### src/rtl/unified_mem_arbiter_pkg.sv
// Shared types and default sizes for the unified memory arbiter.
// Optional feature macro used by the arbiter: ARB_ROUND_ROBIN_EN.
package mem_arb_pkg;

    typedef enum logic [1:0] {
        IDLE = 2'd0,
        BUSY = 2'd1,
        DONE = 2'd2
    } state_e;

    typedef enum logic {
        SIDE_I = 1'b0,
        SIDE_D = 1'b1
    } side_e;

    localparam int DEF_ADDR_W  = 32;
    localparam int DEF_DATA_W  = 32;
    localparam int DEF_MEM_LAT = 2;

    // Width needed to hold the values 0..lat
    function automatic int cnt_width(input int lat);
        return $clog2(lat + 1);
    endfunction

endpackage

### src/rtl/unified_mem_arbiter_if.sv
// Bundle of fetch, data and memory-port signals around the arbiter.
// master: CPU stages plus memory model; slave: the arbiter itself.
interface unified_mem_arbiter_if
    import mem_arb_pkg::*;
#(
    parameter int ADDR_W = DEF_ADDR_W,
    parameter int DATA_W = DEF_DATA_W
);
    logic              i_req;
    logic [ADDR_W-1:0] i_addr;
    logic [DATA_W-1:0] i_rdata;
    logic              i_valid;

    logic              d_req;
    logic              d_we;
    logic [ADDR_W-1:0] d_addr;
    logic [DATA_W-1:0] d_wdata;
    logic [DATA_W-1:0] d_rdata;
    logic              d_valid;

    logic              mem_en;
    logic              mem_we;
    logic [ADDR_W-1:0] mem_addr;
    logic [DATA_W-1:0] mem_wdata;
    logic [DATA_W-1:0] mem_rdata;

    logic              stall_f;
    logic              stall_m;

    modport master (
        output i_req, i_addr, d_req, d_we, d_addr, d_wdata, mem_rdata,
        input  i_rdata, i_valid, d_rdata, d_valid,
        input  mem_en, mem_we, mem_addr, mem_wdata, stall_f, stall_m
    );

    modport slave (
        input  i_req, i_addr, d_req, d_we, d_addr, d_wdata, mem_rdata,
        output i_rdata, i_valid, d_rdata, d_valid,
        output mem_en, mem_we, mem_addr, mem_wdata, stall_f, stall_m
    );

endinterface

### src/rtl/unified_mem_arbiter_wait_counter.sv
// Loadable down-counter timing the memory access; zero marks the last BUSY cycle.
module wait_counter
    import mem_arb_pkg::*;
#(
    parameter int MEM_LAT = DEF_MEM_LAT
) (
    input  logic clk,
    input  logic rst_n,
    input  logic load,
    input  logic en,
    output logic zero
);
    localparam int CW = cnt_width(MEM_LAT);
    localparam logic [CW-1:0] LOAD_VAL = CW'(MEM_LAT - 1);

    logic [CW-1:0] cnt_reg;

    // Load remaining wait cycles on grant, count down while the access runs
    always_ff @(posedge clk or negedge rst_n) begin
        if (!rst_n) begin
            cnt_reg <= '0;
        end else if (load) begin
            cnt_reg <= LOAD_VAL;
        end else if (en && (cnt_reg != '0)) begin
            cnt_reg <= cnt_reg - CW'(1);
        end
    end

    assign zero = (cnt_reg == '0);

endmodule

### src/rtl/unified_mem_arbiter.sv
// Arbiter sharing one single-ported memory between fetch (I) and memory (D) stages.
// Optional macro ARB_ROUND_ROBIN_EN: alternate the winner of simultaneous requests;
// otherwise the data side always wins a tie.
module unified_mem_arbiter
    import mem_arb_pkg::*;
#(
    parameter int ADDR_W  = DEF_ADDR_W,
    parameter int DATA_W  = DEF_DATA_W,
    parameter int MEM_LAT = DEF_MEM_LAT
) (
    input  logic                   clk,
    input  logic                   rst_n,
    unified_mem_arbiter_if.slave   bus
);
    state_e            state_reg;
    state_e            state_next;
    side_e             side_reg;
    side_e             grant_side;
    logic              grant;
    logic              we_reg;
    logic [ADDR_W-1:0] addr_reg;
    logic [DATA_W-1:0] wdata_reg;
    logic              cnt_zero;
    logic              capture;
    logic              d_priority;

`ifdef ARB_ROUND_ROBIN_EN
    side_e last_grant_reg;

    // Remember who won most recently; starts as D so the first tie goes to I
    always_ff @(posedge clk or negedge rst_n) begin
        if (!rst_n) begin
            last_grant_reg <= SIDE_D;
        end else if (grant) begin
            last_grant_reg <= grant_side;
        end
    end

    assign d_priority = (last_grant_reg == SIDE_I);
`else
    assign d_priority = 1'b1;
`endif

    // D wins a tie when it has priority; a lone requester always wins
    assign grant_side = (bus.d_req && (!bus.i_req || d_priority)) ? SIDE_D : SIDE_I;

    // State register
    always_ff @(posedge clk or negedge rst_n) begin
        if (!rst_n) begin
            state_reg <= IDLE;
        end else begin
            state_reg <= state_next;
        end
    end

    // Next-state and grant decision; requests are only looked at in IDLE
    always_comb begin
        state_next = state_reg;
        grant      = 1'b0;
        unique case (state_reg)
            IDLE: begin
                if (bus.i_req || bus.d_req) begin
                    grant      = 1'b1;
                    state_next = BUSY;
                end
            end
            BUSY: begin
                if (cnt_zero) begin
                    state_next = DONE;
                end
            end
            DONE: begin
                state_next = IDLE;
            end
            default: begin
                state_next = IDLE;
            end
        endcase
    end

    // Latch the granted access so requester changes mid-access are ignored
    always_ff @(posedge clk or negedge rst_n) begin
        if (!rst_n) begin
            side_reg  <= SIDE_D;
            we_reg    <= 1'b0;
            addr_reg  <= '0;
            wdata_reg <= '0;
        end else if (grant) begin
            side_reg <= grant_side;
            if (grant_side == SIDE_D) begin
                we_reg    <= bus.d_we;
                addr_reg  <= bus.d_addr;
                wdata_reg <= bus.d_wdata;
            end else begin
                we_reg    <= 1'b0;
                addr_reg  <= bus.i_addr;
            end
        end
    end

    wait_counter #(
        .MEM_LAT (MEM_LAT)
    ) u_wait_counter (
        .clk   (clk),
        .rst_n (rst_n),
        .load  (grant),
        .en    (state_reg == BUSY),
        .zero  (cnt_zero)
    );

    // Read data is taken on the last BUSY cycle; writes leave rdata untouched
    assign capture = (state_reg == BUSY) && cnt_zero && !we_reg;

    genvar gi;
    generate
        for (gi = 0; gi < 2; gi++) begin : g_rdata
            localparam side_e OWN_SIDE = (gi == 0) ? SIDE_I : SIDE_D;
            logic [DATA_W-1:0] rdata_reg;

            // Per-side read data register, updated only by that side's reads
            always_ff @(posedge clk or negedge rst_n) begin
                if (!rst_n) begin
                    rdata_reg <= '0;
                end else if (capture && (side_reg == OWN_SIDE)) begin
                    rdata_reg <= bus.mem_rdata;
                end
            end
        end
    endgenerate

    assign bus.i_rdata   = g_rdata[0].rdata_reg;
    assign bus.d_rdata   = g_rdata[1].rdata_reg;

    assign bus.mem_en    = (state_reg == BUSY);
    assign bus.mem_we    = (state_reg == BUSY) && we_reg;
    assign bus.mem_addr  = addr_reg;
    assign bus.mem_wdata = wdata_reg;

    assign bus.i_valid   = (state_reg == DONE) && (side_reg == SIDE_I);
    assign bus.d_valid   = (state_reg == DONE) && (side_reg == SIDE_D);

    assign bus.stall_f   = bus.i_req & ~bus.i_valid;
    assign bus.stall_m   = bus.d_req & ~bus.d_valid;

endmodule

### src/flat_wrapper.sv
// flat-port wrapper written by rule: the top's interface ports become plain ports
module unified_mem_arbiter_flat import mem_arb_pkg::*;
#(
    parameter int ADDR_W  = DEF_ADDR_W,
    parameter int DATA_W  = DEF_DATA_W,
    parameter int MEM_LAT = DEF_MEM_LAT
)
  (clk, rst_n, bus_i_req, bus_i_addr, bus_d_req, bus_d_we, bus_d_addr, bus_d_wdata, bus_mem_rdata, bus_i_rdata, bus_i_valid, bus_d_rdata, bus_d_valid, bus_mem_en, bus_mem_we, bus_mem_addr, bus_mem_wdata, bus_stall_f, bus_stall_m);
  unified_mem_arbiter_if #(.ADDR_W(ADDR_W), .DATA_W(DATA_W)) bus_i ();
  input  logic clk;
  input  logic rst_n;
  input wire logic [$bits(bus_i.i_req)-1:0] bus_i_req;
  input wire logic [$bits(bus_i.i_addr)-1:0] bus_i_addr;
  input wire logic [$bits(bus_i.d_req)-1:0] bus_d_req;
  input wire logic [$bits(bus_i.d_we)-1:0] bus_d_we;
  input wire logic [$bits(bus_i.d_addr)-1:0] bus_d_addr;
  input wire logic [$bits(bus_i.d_wdata)-1:0] bus_d_wdata;
  input wire logic [$bits(bus_i.mem_rdata)-1:0] bus_mem_rdata;
  output wire logic [$bits(bus_i.i_rdata)-1:0] bus_i_rdata;
  output wire logic [$bits(bus_i.i_valid)-1:0] bus_i_valid;
  output wire logic [$bits(bus_i.d_rdata)-1:0] bus_d_rdata;
  output wire logic [$bits(bus_i.d_valid)-1:0] bus_d_valid;
  output wire logic [$bits(bus_i.mem_en)-1:0] bus_mem_en;
  output wire logic [$bits(bus_i.mem_we)-1:0] bus_mem_we;
  output wire logic [$bits(bus_i.mem_addr)-1:0] bus_mem_addr;
  output wire logic [$bits(bus_i.mem_wdata)-1:0] bus_mem_wdata;
  output wire logic [$bits(bus_i.stall_f)-1:0] bus_stall_f;
  output wire logic [$bits(bus_i.stall_m)-1:0] bus_stall_m;
  assign bus_i.i_req = bus_i_req;
  assign bus_i.i_addr = bus_i_addr;
  assign bus_i.d_req = bus_d_req;
  assign bus_i.d_we = bus_d_we;
  assign bus_i.d_addr = bus_d_addr;
  assign bus_i.d_wdata = bus_d_wdata;
  assign bus_i.mem_rdata = bus_mem_rdata;
  assign bus_i_rdata = bus_i.i_rdata;
  assign bus_i_valid = bus_i.i_valid;
  assign bus_d_rdata = bus_i.d_rdata;
  assign bus_d_valid = bus_i.d_valid;
  assign bus_mem_en = bus_i.mem_en;
  assign bus_mem_we = bus_i.mem_we;
  assign bus_mem_addr = bus_i.mem_addr;
  assign bus_mem_wdata = bus_i.mem_wdata;
  assign bus_stall_f = bus_i.stall_f;
  assign bus_stall_m = bus_i.stall_m;
  unified_mem_arbiter #(.ADDR_W(ADDR_W), .DATA_W(DATA_W), .MEM_LAT(MEM_LAT)) u_core (.clk(clk), .rst_n(rst_n), .bus(bus_i));
endmodule
### config.mk
export PLATFORM = sky130hd
export DESIGN_NAME = unified_mem_arbiter_flat
export DESIGN_NICKNAME = d
export VERILOG_FILES = /design/src/rtl/unified_mem_arbiter_pkg.sv /design/src/rtl/unified_mem_arbiter_if.sv /design/src/rtl/unified_mem_arbiter_wait_counter.sv /design/src/rtl/unified_mem_arbiter.sv /design/src/flat_wrapper.sv
export SDC_FILE = /design/constraint.sdc
export NUM_CORES = 1
export LEC_CHECK = 0
export ABC_AREA = 1
export CAP_MARGIN = 30
export CORE_MARGIN = 5
export CORE_UTILIZATION = 38
export CTS_CLUSTER_SIZE = 20
export DETAILED_ROUTE_END_ITERATION = 8
export PLACE_DENSITY = 0.83
export REMOVE_ABC_BUFFERS = 1
export SKIP_CTS_REPAIR_TIMING = 1
export SLEW_MARGIN = 40
export SYNTH_ARGS = -nofsm -noshare
export SYNTH_HDL_FRONTEND = slang
export SYNTH_HIERARCHICAL = 1
export SYNTH_SLANG_ARGS = --single-unit
### constraint.sdc
create_clock -name clk -period 1.29 [get_ports clk]
set_input_delay 0.3225 -clock clk [delete_from_list [all_inputs] [get_ports clk]]
set_output_delay 0.3225 -clock clk [all_outputs]
set_load 0.05 [all_outputs]
== Word level (Yosys, flattened, before mapping) ==
Cells that the tools add are included.
Operators by class
  reductions and logical operators: 16
  bitwise operators: 5
  add/sub/neg operators: 1
  eq/ne operators: 4
  muxes and demuxes: 10
Operator list (count)
  32-bit 2-to-1 mux: 1
  1-bit logical AND: 8
  2-bit 2-to-1 mux: 4
  2-bit zero test: 2
  1-bit 2-to-1 mux: 4
  2-bit by 1-bit inequality test with 1-bit output, second input constant: 2
  2-bit one-hot mux with 2 select lines: 1
  2-bit AND reduction: 2
  2-bit nonzero test: 2
  1-bit inverter: 3
  1-bit AND: 2
  2-bit by 1-bit == test with 1-bit output, second input constant: 1
  2-bit == test, second input constant: 1
  2-bit by 1-bit subtractor with 2-bit output, second input constant: 1
  1-bit zero test: 1
  1-bit logical OR: 1
Word-level totals
  input port bits: 133
  logic and storage cells: 44
  output and inout port bits: 134
  bits in registers: 134

== Longest topological paths before layout ==
  word-level depth: 4
  mapped depth: 7

== Cells and area by module ==
The synthesis kept the hierarchy.
By module, submodules not included
  unified_mem_arbiter: times used 1, sequential area each 3304.4 um^2, cells each 683, area each 5671.7 um^2
  wait_counter: times used 1, sequential area each 50.0 um^2, cells each 17, area each 120.1 um^2

== Least setup slack after synthesis ==
Ideal clock, no wire load.
  path type: reg2out
  from: reg u_core.side_reg
  to: out bus_d_valid
  stages on the path, launching flop included: 5
  buffers on the path: 2
  path slack: -639 ps
  arrival time: 1606 ps
  required time: 967 ps
  cell sequence: dfstp_2 -> buf_2 -> inv_2 -> clkbuf_1 -> nor2_1
On the way
  longest elaborated chain between the ends: 1
RTL lines
  start, declared: line unified_mem_arbiter.sv:17  | side_e side_reg;
  start signal, assigned: line unified_mem_arbiter.sv:89  | side_reg <= grant_side;
  1-bit logical AND: line unified_mem_arbiter.sv:140  | assign bus.d_valid = (state_reg == DONE) && (side_reg == SIDE_D);
  end, declared: line flat_wrapper.sv:22  | output wire logic [$bits(bus_i.d_valid)-1:0] bus_d_valid;
No other way between the ends.

== Worst setup path in the final report ==
  from: reg u_core.side_reg
  to: out bus_stall_m
On the way
  longest elaborated chain between the ends: 3
RTL lines
  1-bit logical AND: line unified_mem_arbiter.sv:140
  1-bit inverter: line unified_mem_arbiter.sv:143  | assign bus.stall_m = bus.d_req & ~bus.d_valid;
  1-bit AND: line unified_mem_arbiter.sv:143
  end, declared: line flat_wrapper.sv:28  | output wire logic [$bits(bus_i.stall_m)-1:0] bus_stall_m;
No other way between the ends.

==> results.md <==
- Outcome: finished, violations left
- Failing checks: setup timing
- PnR Total Power: 42.52 mW
- Syn avg cell area: 8.274 um2
- Mapped cell area: 0.005792 mm2
- Post-route setup slack: -462.4 ps
- Synthesis Warnings: 6
- Post-Synth Simple-Gate Area: 31.52%
- Share of layout cells above drive strength 1: 52.23%
- Setup TNS: -37,340 ps
- Worst reg2reg path endpoint: u_core/bus.i_rdata[12]$_DFFE_PN0P_
- Synth Instances: 700
- Clk_lat worst skew: 430 ps
- DRC: 0
- Die area: 0.01781 mm2
- Routed WL: 28.28 mm
- Crit path time final: 1752 ps
- Via count: 6,853
- Most frequent cells in the layout: 150 x buf_12, 143 x nand2_1, 130 x clkdlybuf4s50_1
- Finish-stage setup viols: 266
- Clock root buffer: clkbuf_16
- Reg clk slew, reported paths: 60 ps
- Worst reg-to-reg setup slack: -410 ps
- Least-Margin Pin Slew: 411.6 ps
- Hold crit path type: in2async
- Mux cell area share after synthesis: 0%
- Most common cell after layout, fill and taps aside: buf_12
- CTS Sinks: 134
- Initial Util: 38.38%
- Maximum vdd drop: 1685 uV
- Clk buf depth: 2
- GR Util met1: 26.38%
- Pwr dens: 3278 mW/mm2
- Crit Path Class: reg2out
- Core Area: 0.01509 mm2
- Main combinational cell family by area after synthesis: simple AND/OR/NAND/NOR gates
- Nets@finish: 1,222
- Seq/Total Area, Yosys: 57.92%
- Setup crit end kind: primary output
- Hpwl dp: 14.81 mm
- Critical path arrival: 1430 ps
- Reg-to-reg startpoint: u_core/side_reg$_DFFE_PN1P_
- IO Pins: 267
- Main area contributors after synthesis: dfrtp_1 57%, nand2_1 21%, nand3_1 8.7%
- First-pass GRT wire length: 30.97 mm
- Peak fanout along the critical path: 3
- Period utilisation layout: 135.8%
- Met2 Use GR: 37.87%
- DRT iter0 DRCs: 567
- Slew headroom: 72.27%
- R2R depth: 8
- Crit-path max cell delay: 600 ps
- Synthesized-area fraction occupied by adder cells: 0.2160%
- Die width: 133.5 um
- Post-synthesis compound-gate area fraction: 3.197%
- GRT met3 Usage: 7.477%
- Congestion Overflow GR: 0
- Cell variety after synth: 19
- Gpl congestion: 0.8573
- Vias in the first global route: 5,770
- Max-slew violation count: 0
- Drt wl/cell: 21.94 um
- First-pass detailed-route iteration total: 7
- Die Y: 133.5 um
- CP cell instances: inv_4 > o21ai_1 > inv_1 > buf_6
- DRT antenna net count: 0
- Tot GR Track Use: 22.20%
- Area grow syn2layout: 124.0%
- XOR/XNOR Fraction of Synth Area: 0%
- Worst path required time: 970 ps
- Initial antenna violation count: 0
- H-Tree Depth: 4
- Leak: 6.199 nW
- CTS tree: done
- Post-synthesis register bit count: 134
- FMAX: 570.7 MHz
- Number of max-cap violations: 0
- RSZ-0062 raised after global routing: true
- DR vias/cell: 5.317
- Clk_skew: 11.96 ps
- Ant. Diodes: 0
- Share of the synthesized area in the top cell type: 57.46%
- IO Port Bufs: 266
- Max stage delay cell, worst path: dfstp_2
- Type of origin of the critical path: flip-flop
- CTS buffer count: 17
- Largest net degree at the start of global routing: 44
- Hold Fails Final Rpt: 0
- Gr busiest metal: met2
- Leading area contributor after synthesis: dfrtp_1
- # rows: 45
## how the worst max path moves through the flow
stage / startpoint / endpoint / slack, ps / cells after the start
4_1_cts: u_core/side_reg$_DFFE_PN1P_ / bus_stall_f / -540 / 4
3_5_place_dp: bus_i_req / u_core/bus.mem_wdata[23]$_DFFE_PN0P_ / -350 / 7
5_1_grt: u_core/side_reg$_DFFE_PN1P_ / bus_stall_m / -510 / 4
2_1_floorplan: u_core/side_reg$_DFFE_PN1P_ / bus_d_valid / -850 / 2
3_3_place_gp: bus_i_req / u_core/bus.mem_wdata[30]$_DFFE_PN0P_ / -300 / 6
6_report: u_core/side_reg$_DFFE_PN1P_ / bus_stall_m / -460 / 4
## cell usage after synthesis
cell type / number
dfrtp_1: 133
clkbuf_1: 10
nand2_1: 324
ha_1: 1
inv_1: 44
buf_4: 12
dfstp_2: 1
nor2_1: 4
o21ai_0: 37
nand3_2: 1
nor2_8: 1
buf_6: 1
nand2_2: 2
buf_2: 19
nand4_1: 2
nand3_1: 101
nor2_4: 3
inv_2: 3
buf_1: 1
## cell type report
class,instances,area [um2]
clock buffer,18,439.2
timing repair buffer,412,5583
clock inverter,14,212.7
tap,188,235.2
fill,658,2117
inverter,47,186.4
sequential,134,3422
multi-input combinational,476,2894
## cell families (layout without fill, tap and decap cells)
| kind of cell | Yosys count | count (layout) |
|---|---|---|
| DFF | 134 | 134 |
| buffers and inverters | 90 | 491 |
| AOI/OAI and AO/OA | 37 | 37 |
| adders and majority gates | 1 | 1 |
| and+or+nand+nor | 438 | 438 |
## critical path: cells and delay by family (launching register included)
family	cells	cell delay, ps
flops	1	600
buf+inv	3	290
compound gates	1	130
## where the power goes
part,internal (mW),switching [mW]
logic,13.3,14.5
registers,6.45,2.75
clock network,3.36,2.10
total,23.1,19.4
## per-layer routing
| layer | share of wire [%] | up-vias |
|---|---|---|
| met1 | 35 | 3310 |
| met5 | 0 | - |
| li1 | - | 2973 |
| met2 | 50 | 461 |
| met4 | 5.1 | 0 |
| met3 | 9.8 | 109 |
## per-stage QoR
| step | setup slack (ps) | util, % | std cells | hold WS, ps | area, um2 |
|---|---|---|---|---|---|
| 2_1_floorplan | -853.2 | - | 657 | 26.91 | 5554 |
| 3_5_place_dp | -349.4 | 67.51 | 1149 | 243.3 | 10190 |
| 3_3_place_gp | -298.9 | 67.51 | 1149 | 244.7 | 10190 |
| 6_report | -462.4 | 85.97 | 1289 | 393.8 | 12970 |
| 5_1_grt | -506.1 | 85.97 | 1289 | 403.5 | 12970 |
| 4_1_cts | -540.9 | 71.83 | 1181 | -205.9 | 10840 |
Power figures use the tool's default switching activity.
